File: config.mk
export PLATFORM = sky130hd
export DESIGN_NAME = sprite_table_reader
export DESIGN_NICKNAME = d
export VERILOG_FILES = /design/src/rtl/sprite_table_pkg.sv /design/src/rtl/sprite_fetch_addr_rom.sv /design/src/rtl/sprite_table_reader.sv
export SDC_FILE = /design/constraint.sdc
export NUM_CORES = 2
export LEC_CHECK = 0
export ABC_AREA = 1
export CORE_MARGIN = 1.5
export CORE_UTILIZATION = 56
export CTS_BUF_LIST = sky130_fd_sc_hd__clkbuf_8
export CTS_CLUSTER_SIZE = 16
export DETAILED_ROUTE_END_ITERATION = 12
export PLACE_DENSITY = 0.9
export REMOVE_ABC_BUFFERS = 1
export SETUP_SLACK_MARGIN = 0.05
export SLEW_MARGIN = 20
export SYNTH_ARGS = -nofsm -noshare
export SYNTH_HDL_FRONTEND = slang
export SYNTH_SLANG_ARGS = --single-unit
export TNS_END_PERCENT = 5
File: constraint.sdc
create_clock -name clk -period 3.5 [get_ports clk]
set_input_delay 0.525 -clock clk [delete_from_list [all_inputs] [get_ports clk]]
set_output_delay 0.525 -clock clk [all_outputs]
set_load 0.02 [all_outputs]
File: src/rtl/sprite_table_pkg.sv
// Game-state fetch table shared by the frame reader: state encoding, table constants, index-to-address map.
// Latency: none, pure definitions and a combinational helper function.
// Backpressure: none; callers decide how and when the table is walked.
package sprite_table_pkg;

    typedef enum logic [1:0] {
        ST_IDLE   = 2'd0,
        ST_FETCH  = 2'd1,
        ST_DRAIN  = 2'd2,
        ST_COMMIT = 2'd3
    } state_e;

    localparam int NUM_SPRITES_DFLT = 10;
    localparam int NUM_ENTRIES      = 2 * NUM_SPRITES_DFLT + 5;

    localparam logic [31:0] SPRITE_BASE   = 32'd1000;
    localparam logic [31:0] SPRITE_STRIDE = 32'd10;
    localparam logic [31:0] PLAYER_X_ADDR = 32'd2000;
    localparam logic [31:0] PLAYER_Y_ADDR = 32'd2001;
    localparam logic [31:0] LASER_ADDR    = 32'd1200;
    localparam logic [31:0] LIVES_ADDR    = 32'd1250;
    localparam logic [31:0] SCORE_ADDR    = 32'd1300;

    // Sprite k (1-based) occupies list slots 2(k-1) (X) and 2(k-1)+1 (Y);
    // the five player/status words follow the sprite block in a fixed order.
    function automatic logic [31:0] entry_addr(input logic [31:0] idx,
                                               input logic [31:0] num_sprites);
        logic [31:0] addr;
        logic [31:0] k;
        logic [31:0] tail;
        addr = '0;
        k    = '0;
        tail = '0;
        if (idx < 32'd2 * num_sprites) begin
            k    = (idx >> 1) + 32'd1;
            addr = SPRITE_BASE + SPRITE_STRIDE * k + {31'd0, idx[0]};
        end else begin
            tail = idx - 32'd2 * num_sprites;
            case (tail)
                32'd0:   addr = PLAYER_X_ADDR;
                32'd1:   addr = PLAYER_Y_ADDR;
                32'd2:   addr = LASER_ADDR;
                32'd3:   addr = LIVES_ADDR;
                32'd4:   addr = SCORE_ADDR;
                default: addr = '0;
            endcase
        end
        return addr;
    endfunction

endpackage

File: src/rtl/sprite_fetch_addr_rom.sv
// Maps a fetch-list index to its game-state memory address; table layout lives only here and in the package.
// Latency: combinational, zero cycles.
// Backpressure: none; the caller holds idx stable while the address must stay valid.
module sprite_fetch_addr_rom
    import sprite_table_pkg::*;
#(
    parameter int ADDRESS_WIDTH = 12,
    parameter int NUM_SPRITES   = 10,
    parameter int IDX_W         = 5
) (
    input  logic [IDX_W-1:0]         idx,
    output logic [ADDRESS_WIDTH-1:0] addr
);

    // Table lookup, truncated to the memory's address width.
    always_comb begin
        addr = ADDRESS_WIDTH'(entry_addr(32'(idx), 32'(NUM_SPRITES)));
    end

endmodule

File: src/rtl/sprite_table_reader.sv
// Per-frame walker of the game-state table: reads every entry into staging, then commits all to the shadow bank at once.
// Latency: frame_start sampled at E0, issues E1..E25, last capture E26, shadow update E27 (grant held high).
// Backpressure: mem_gnt low stalls the walk indefinitely with index/address/request held; no timeout.
module sprite_table_reader
    import sprite_table_pkg::*;
#(
    parameter int DATA_WIDTH    = 32,
    parameter int ADDRESS_WIDTH = 12,
    parameter int NUM_SPRITES   = 10,
    parameter int NUM_ENTRIES   = 2 * NUM_SPRITES + 5
) (
    input  logic                              clk,
    input  logic                              reset_n,
    input  logic                              frame_start,
    output logic                              mem_req,
    input  logic                              mem_gnt,
    output logic [ADDRESS_WIDTH-1:0]          mem_addr,
    input  logic [DATA_WIDTH-1:0]             mem_rdata,
    output logic [NUM_SPRITES*DATA_WIDTH-1:0] sprite_x,
    output logic [NUM_SPRITES*DATA_WIDTH-1:0] sprite_y,
    output logic [DATA_WIDTH-1:0]             player_x,
    output logic [DATA_WIDTH-1:0]             player_y,
    output logic [DATA_WIDTH-1:0]             laser,
    output logic [DATA_WIDTH-1:0]             player_lives,
    output logic [DATA_WIDTH-1:0]             player_score,
    output logic                              frame_ready,
    output logic                              busy,
    output logic                              overrun,
    input  logic                              overrun_clr
);

    localparam int               IDX_W     = $clog2(NUM_ENTRIES);
    localparam logic [IDX_W-1:0] LAST_IDX  = IDX_W'(NUM_ENTRIES - 1);
    localparam int               PX_IDX    = 2 * NUM_SPRITES;
    localparam int               PY_IDX    = 2 * NUM_SPRITES + 1;
    localparam int               LASER_IDX = 2 * NUM_SPRITES + 2;
    localparam int               LIVES_IDX = 2 * NUM_SPRITES + 3;
    localparam int               SCORE_IDX = 2 * NUM_SPRITES + 4;

    state_e                   state_q, state_d;
    logic [IDX_W-1:0]         idx_q, idx_d;
    logic                     mem_req_q, mem_req_d;
    logic [ADDRESS_WIDTH-1:0] mem_addr_q, mem_addr_d;
    logic                     issued_q, issued_d;
    logic [IDX_W-1:0]         tag_q, tag_d;
    logic [DATA_WIDTH-1:0]    staging_q [NUM_ENTRIES];
    logic [DATA_WIDTH-1:0]    staging_d [NUM_ENTRIES];
    logic [DATA_WIDTH-1:0]    shadow_q  [NUM_ENTRIES];
    logic [DATA_WIDTH-1:0]    shadow_d  [NUM_ENTRIES];
    logic                     frame_ready_q, frame_ready_d;
    logic                     overrun_q, overrun_d;

    logic [IDX_W-1:0]         rom_idx;
    logic [ADDRESS_WIDTH-1:0] rom_addr;

    // Next entry to present: 0 when a pass starts, otherwise the one after the current index.
    assign rom_idx = (state_q == ST_FETCH) ? idx_q + IDX_W'(1) : '0;

    sprite_fetch_addr_rom #(
        .ADDRESS_WIDTH (ADDRESS_WIDTH),
        .NUM_SPRITES   (NUM_SPRITES),
        .IDX_W         (IDX_W)
    ) u_addr_rom (
        .idx  (rom_idx),
        .addr (rom_addr)
    );

    // Next-state: walk control, one-deep capture pipeline, bulk commit and sticky overrun.
    always_comb begin
        state_d       = state_q;
        idx_d         = idx_q;
        mem_req_d     = mem_req_q;
        mem_addr_d    = mem_addr_q;
        issued_d      = 1'b0;
        tag_d         = tag_q;
        staging_d     = staging_q;
        shadow_d      = shadow_q;
        frame_ready_d = 1'b0;
        overrun_d     = overrun_q;

        // Read data is registered in memory, so it lands one edge after its issue.
        if (issued_q) begin
            staging_d[tag_q] = mem_rdata;
        end

        case (state_q)
            ST_IDLE: begin
                if (frame_start) begin
                    state_d    = ST_FETCH;
                    idx_d      = '0;
                    mem_req_d  = 1'b1;
                    mem_addr_d = rom_addr;
                end
            end
            ST_FETCH: begin
                if (mem_gnt) begin
                    issued_d = 1'b1;
                    tag_d    = idx_q;
                    if (idx_q == LAST_IDX) begin
                        state_d   = ST_DRAIN;
                        mem_req_d = 1'b0;
                    end else begin
                        idx_d      = idx_q + IDX_W'(1);
                        mem_addr_d = rom_addr;
                    end
                end
            end
            ST_DRAIN: begin
                // The final capture happens on this edge; commit on the next.
                state_d = ST_COMMIT;
            end
            ST_COMMIT: begin
                shadow_d      = staging_q;
                frame_ready_d = 1'b1;
                state_d       = ST_IDLE;
            end
            default: begin
                state_d = ST_IDLE;
            end
        endcase

        // A new overrun takes priority over a same-cycle clear.
        if (frame_start && (state_q != ST_IDLE)) begin
            overrun_d = 1'b1;
        end else if (overrun_clr) begin
            overrun_d = 1'b0;
        end
    end

    // State and output registers; reset clears everything including both data banks.
    always_ff @(posedge clk or negedge reset_n) begin
        if (!reset_n) begin
            state_q       <= ST_IDLE;
            idx_q         <= '0;
            mem_req_q     <= 1'b0;
            mem_addr_q    <= '0;
            issued_q      <= 1'b0;
            tag_q         <= '0;
            staging_q     <= '{default: '0};
            shadow_q      <= '{default: '0};
            frame_ready_q <= 1'b0;
            overrun_q     <= 1'b0;
        end else begin
            state_q       <= state_d;
            idx_q         <= idx_d;
            mem_req_q     <= mem_req_d;
            mem_addr_q    <= mem_addr_d;
            issued_q      <= issued_d;
            tag_q         <= tag_d;
            staging_q     <= staging_d;
            shadow_q      <= shadow_d;
            frame_ready_q <= frame_ready_d;
            overrun_q     <= overrun_d;
        end
    end

    // Sprite slot k carries sprite k+1, whose X/Y sit at list entries 2k and 2k+1.
    for (genvar k = 0; k < NUM_SPRITES; k++) begin : g_slot
        assign sprite_x[k*DATA_WIDTH +: DATA_WIDTH] = shadow_q[2*k];
        assign sprite_y[k*DATA_WIDTH +: DATA_WIDTH] = shadow_q[2*k+1];
    end

    assign player_x     = shadow_q[PX_IDX];
    assign player_y     = shadow_q[PY_IDX];
    assign laser        = shadow_q[LASER_IDX];
    assign player_lives = shadow_q[LIVES_IDX];
    assign player_score = shadow_q[SCORE_IDX];

    assign mem_req      = mem_req_q;
    assign mem_addr     = mem_addr_q;
    assign frame_ready  = frame_ready_q;
    assign overrun      = overrun_q;
    assign busy         = (state_q != ST_IDLE);

endmodule
======== Word-level counts from Yosys, hierarchy flattened ========
Index checks and enable logic that the tools add are counted.
storage, ports and cells
  flip-flop bits (word level) ............. 1628
  logic and storage cells ................. 118
  output and inout port bits .............. 816
  bits of input ports ..................... 37
cells by class
  multiplexer cells ....................... 27
  bitwise operators ....................... 1
  order comparisons ....................... 3
  $mul .................................... 1
  add/sub/neg operators ................... 5
  reductions and logical operators ........ 11
  eq/ne operators ......................... 12
operator list
  operator                  count
  $bwmux W800               1
  $demux W32 S5             1
  $eq A32 B2 Y1 const B     2
  $pmux W11 S5              1
  $mux W12                  4
  $eq A32 B1 Y1 const B     1
  $eq A32 B3 Y1 const B     1
  $logic_not A32 Y1         1
  $mul A3 B32 Y11 const A   1
  $mux W32                  1
  $pmux W12 S2              1
  $mux W5                   4
  $add A10 B12 Y12 const A  1
  $add A12 B1 Y12           1
  $pmux W5 S2               1
  $mux W1                   8
  $pmux W2 S4               1
  $reduce_and A4 Y1         2
  $ge A6 B6 Y1 const B      1
  $lt A6 B1 Y1 const B      1
  $mux W2                   3
  $ne A2 B2 Y1 const B      3
  $not A5 Y6                1
  $reduce_bool A2 Y1        3
  13 further kinds          15

======== Logic depth before layout (Yosys ltp) ========
  depth after elaboration ................. 10
  mapped depth ............................ 23
  depth with buffers taken out ............ 23

======== Cells and area by module ========
A second synthesis with hierarchy kept.
second synthesis, totals
  cells, all modules ...................... 4773
  area total of the unflattened synthesis .. 59613.4 um^2
by module, submodules not included
  module                 instances  cells each  area an instance (um^2)
  sprite_table_reader    1          4671        59052.9
  sprite_fetch_addr_rom  1          102         560.5

======== Worst setup path after synthesis ========
Ideal clock, no wire load.
  path type ............................... reg2reg
  start ................................... register idx_q[0]
  end ..................................... register mem_addr_q[9], in the netlist mem_addr[9]
  path slack .............................. 0.473 ns
  stages on the path, launching flop included .. 17
  data arrival time ....................... 2.962 ns
  library setup time ...................... 0.065 ns
  data required time ...................... 3.435 ns
  path buffers ............................ 0
  period minus slack after synthesis ...... 3.027 ns
  path through ............................ dfrtp_1 inv_1 ha_1 nand2_1 inv_1 ha_1 inv_1 nor2_1 nor2_1 ha_1 fa_1 or2_2 nor2_2 nand2_1 o21ai_1 nand3_1 nand2_1
between the ends
  longest elaborated chain between the ends .. 10
ends and longest elaborated chain
  what                    RTL line                    text
  start, declared         sprite_table_reader.sv:41   logic [IDX_W-1:0] idx_q, idx_d;
  start signal, assigned  sprite_table_reader.sv:145  idx_q <= idx_d;
  $add A5 B1 Y5           sprite_table_reader.sv:57   assign rom_idx = (state_q == ST_FETCH) ? idx_q + IDX_W'(1) : '0;
  $mux W5                 sprite_table_reader.sv:57
  $add A4 B1 Y5           sprite_table_pkg.sv:35      k = (idx >> 1) + 32'd1;
  $mul A3 B32 Y11         sprite_table_pkg.sv:36      addr = SPRITE_BASE + SPRITE_STRIDE * k + {31'd0, idx[0]};
  $add A10 B12 Y12        sprite_table_pkg.sv:36
  $add A12 B1 Y12         sprite_table_pkg.sv:36
  $mux W12                sprite_table_pkg.sv:34      if (idx < 32'd2 * num_sprites) begin
  $mux W12                sprite_table_reader.sv:99   if (idx_q == LAST_IDX) begin
  $mux W12                sprite_table_reader.sv:96   if (mem_gnt) begin
  $pmux W12 S2            sprite_table_reader.sv:86   case (state_q)
  end signal, assigned    sprite_table_reader.sv:147  mem_addr_q <= mem_addr_d;
  end, declared           sprite_table_reader.sv:43   logic [ADDRESS_WIDTH-1:0] mem_addr_q, mem_addr_d;
Several ways; a longest one is shown, not always the timed one. The select of a mux whose other input is x is not followed.
A chain may end at the register's enable or synchronous reset.

======== Worst setup path in the final report ========
Same ends and word-level chain as after synthesis.

==> reports/results.ini <==
[yosys]
synth_compound_area_frac=0.0711
ys_ff_latch=1627
syn_inst=4597
ys_warn_count=0
synth.area.mux_share=0.152
synth-simple-area-share=0.0619
synthArstFlopShare=1.00
synth_top_area_frac=0.687
yosys.cell_count.top_type=dfrtp_1
synthAdderAreaFrac=0.00329
synth_edf_count=0
syn_area_per_cell_um2=12.9
ys.flop_type=dfrtp_1
synthesis.area_mm2=0.0593
synth.area.top_cells=dfrtp_1 69%, mux2_2 15%, o21ai_0 6.6%
yosysUniqueCellTypes=38
yosys.area.top_type=dfrtp_1
synthTopCellsByCount=1627 x dfrtp_1, 844 x nand2_1, 800 x mux2_2
seq_area_frac_synth=0.687
synth_xor_area_frac=0.000148
synth_top_family_by_area=multiplexers

[detailed_routing]
wl_um=193000
drt_pass1_iterations=6
antenna_left=0
dr_wl_met3_um=16100
met2WireLength_um=91200
drtIter0Drc=3917
avgViaCountPerCell=6.06
met1_length_um=66600
vias=43000
routed.top_layer=met4
wl_per_cell_um=27.2
drc_errors=0

[place]
place_worst_setup_slack_ns=0.108
place_hpwl_um=114000
io_buffers=851
gp_congestion=0.851
dp_cells=6660

[setup_path]
critPathMostFrequentCell=ha_1
cp_cell_sequence=inv_2 > ha_1 > nand2_1 > inv_1 > ha_1 > xnor2_1 > inv_1 > ha_1 > ha_1 > fa_1 > or2_2 > nor2_2 > nand2_1 > o21ai_1 > nand3_1 > nand2_1
path_max_fanout=5
slowest_stage=fa_1
cp_slowest_stage_delay_ns=0.49
startpoint_type=flop
r2r_start=idx_q[0]
cp-end-kind=flop
cp.arrival_ns=4.08
critPathKind=reg2reg
cp_top_family=adder cells
cp_num_buf_inv=3
ff2ff_setup_slack_ns=0.28
reg2reg_to=mem_addr[9]
reg2reg_depth=16
required_ns=4.36

[power]
p_leak_nw=31.2
ir_worst_vdd_v=0.000618
p_per_area_mw_per_mm2=813

[timing]
skew_ns=0.0783
setup_viol=0
whs_ns=0.234
drv_slew=0
layout_setup_ws_ns=0.284
rsz0062_at_grt=false
relSlewSlack=0.193
hold_viol=0
fmax_ghz=0.311
setup_tns_ns=0
finalCriticalPeriod_ns=3.22
fin_crit_sh=0.919
tightestPinTransition_ns=1.21

[layout]
final_cell_count_no_fill=7096
final_core_util=0.712
multi_input_area_mm2=0.0173
regArea_mm2=0.0407
layout-drive-gt1-share=0.233
fill_cells=6192
fin_nets=5564
area_growth_pct=26.2

[min_path]
hp-class=in2reg
min_to=overrun
holdPathStages=2
hold_start=overrun_clr

[clocking]
cts_buffer_depth=3
h-tree-depth=4
insertion_delay_ns=0.96
clkTransAtPathRegs_ns=0.06
cts_tree=done
numCtsBuffers=240
ctsRootBufferMaster=clkbuf_8
clock_sinks=1627

[grt]
grt_usage=0.356
grt.overflow.total=0
grt_pass1_wl_um=286000
grt_max_degree=127
antenna_found_initial=10
first_global_vias=45800

[die]
core_area_mm2=0.105
die_w_um=328
initial_core_util=0.564
ioPinCount=853
design.die.area_mm2=0.108
dieHeight_um=328
rows=119

[job]
max-cap-violations=0

[outcome]
status=finished clean

-- worst max path at each step --
stage,startpoint,slack [ns],to,cells past startpoint
finish,idx_q[0],0.28,mem_addr[9],16
global route,idx_q[0],0.06,mem_addr[9],16
CTS,state_q[1],0.09,mem_addr[9],16
detailed placement,state_q[1],0.11,mem_addr[9],16
global placement,state_q[1],0.14,mem_addr[9],16
floorplan,state_q[0],-17.31,laser[0],2
-- per-layer routing --
metal  up-vias  GRT usage
li1      17300          -
met1     22100      0.416
met2      2687      0.555
met3       918     0.0901
met4         0      0.300
met5         -          0
-- logic make-up after synthesis --
| logic type | count (synthesis) |
|---|---|
| DFF | 1627 |
| and+or+nand+nor | 940 |
| AOI/OAI and AO/OA | 836 |
| muxes | 800 |
| buffers and inverters | 377 |
| adders and majority gates | 15 |
| other | 1 |
| xor gates and xnor gates | 1 |
-- through the flow --
stage	power, mW	area (um2)
4_1_cts	60.6	74800
2_1_floorplan	33.5	58100
3_3_place_gp	43.6	69800
5_1_grt	62.9	74800
6_report	60.8	74800
3_5_place_dp	44.6	69800
-- placed cells by master (no fill, tap or decap), drive strengths merged, types with 11 or more instances in the layout --
cell type         n
mux2            800
clkdlybuf4s50   850
clkbuf          314
inv             155
a21oi            39
dfrtp          1627
ha               14
nor2             56
nor3             11
o21ai           787
buf             132
clkinv           17
nand3            18
nand2           849
-- sequential cells by signal, indices dropped and copies added, names as in the netlist, 2 cells and up --
name / count
sprite_x: 320
state_q: 2
idx_q: 5
tag_q: 5
sprite_y: 320
player_y: 32
player_score: 32
player_x: 32
mem_addr: 11
staging_q: 800
player_lives: 32
laser: 32
-- repair_timing --
item,4_1_cts,5_1_grt
endpoints found under the setup margin,0,6
gates resized for setup,0,6
buffers inserted,0,0
hold endpoints to repair,78,0
hold buffers,1,0
-- cell type report --
cell class	instances	area share
repair buffers	983	0.132
diodes	10	0.000335
clock inverters	111	0.00811
clock buffers	314	0.0578
inverters	67	0.00336
well taps	1391	0.0233
multi-input cells	2593	0.231
flip-flops and latches	1627	0.544
-- where the power goes --
group	switching, mW	internal (mW)
combinational	9.96	8.59
sequential	3.17	23.5
clock	7.44	8.21
total	20.6	40.3
Note: power is estimated with default switching activity, not from simulation.
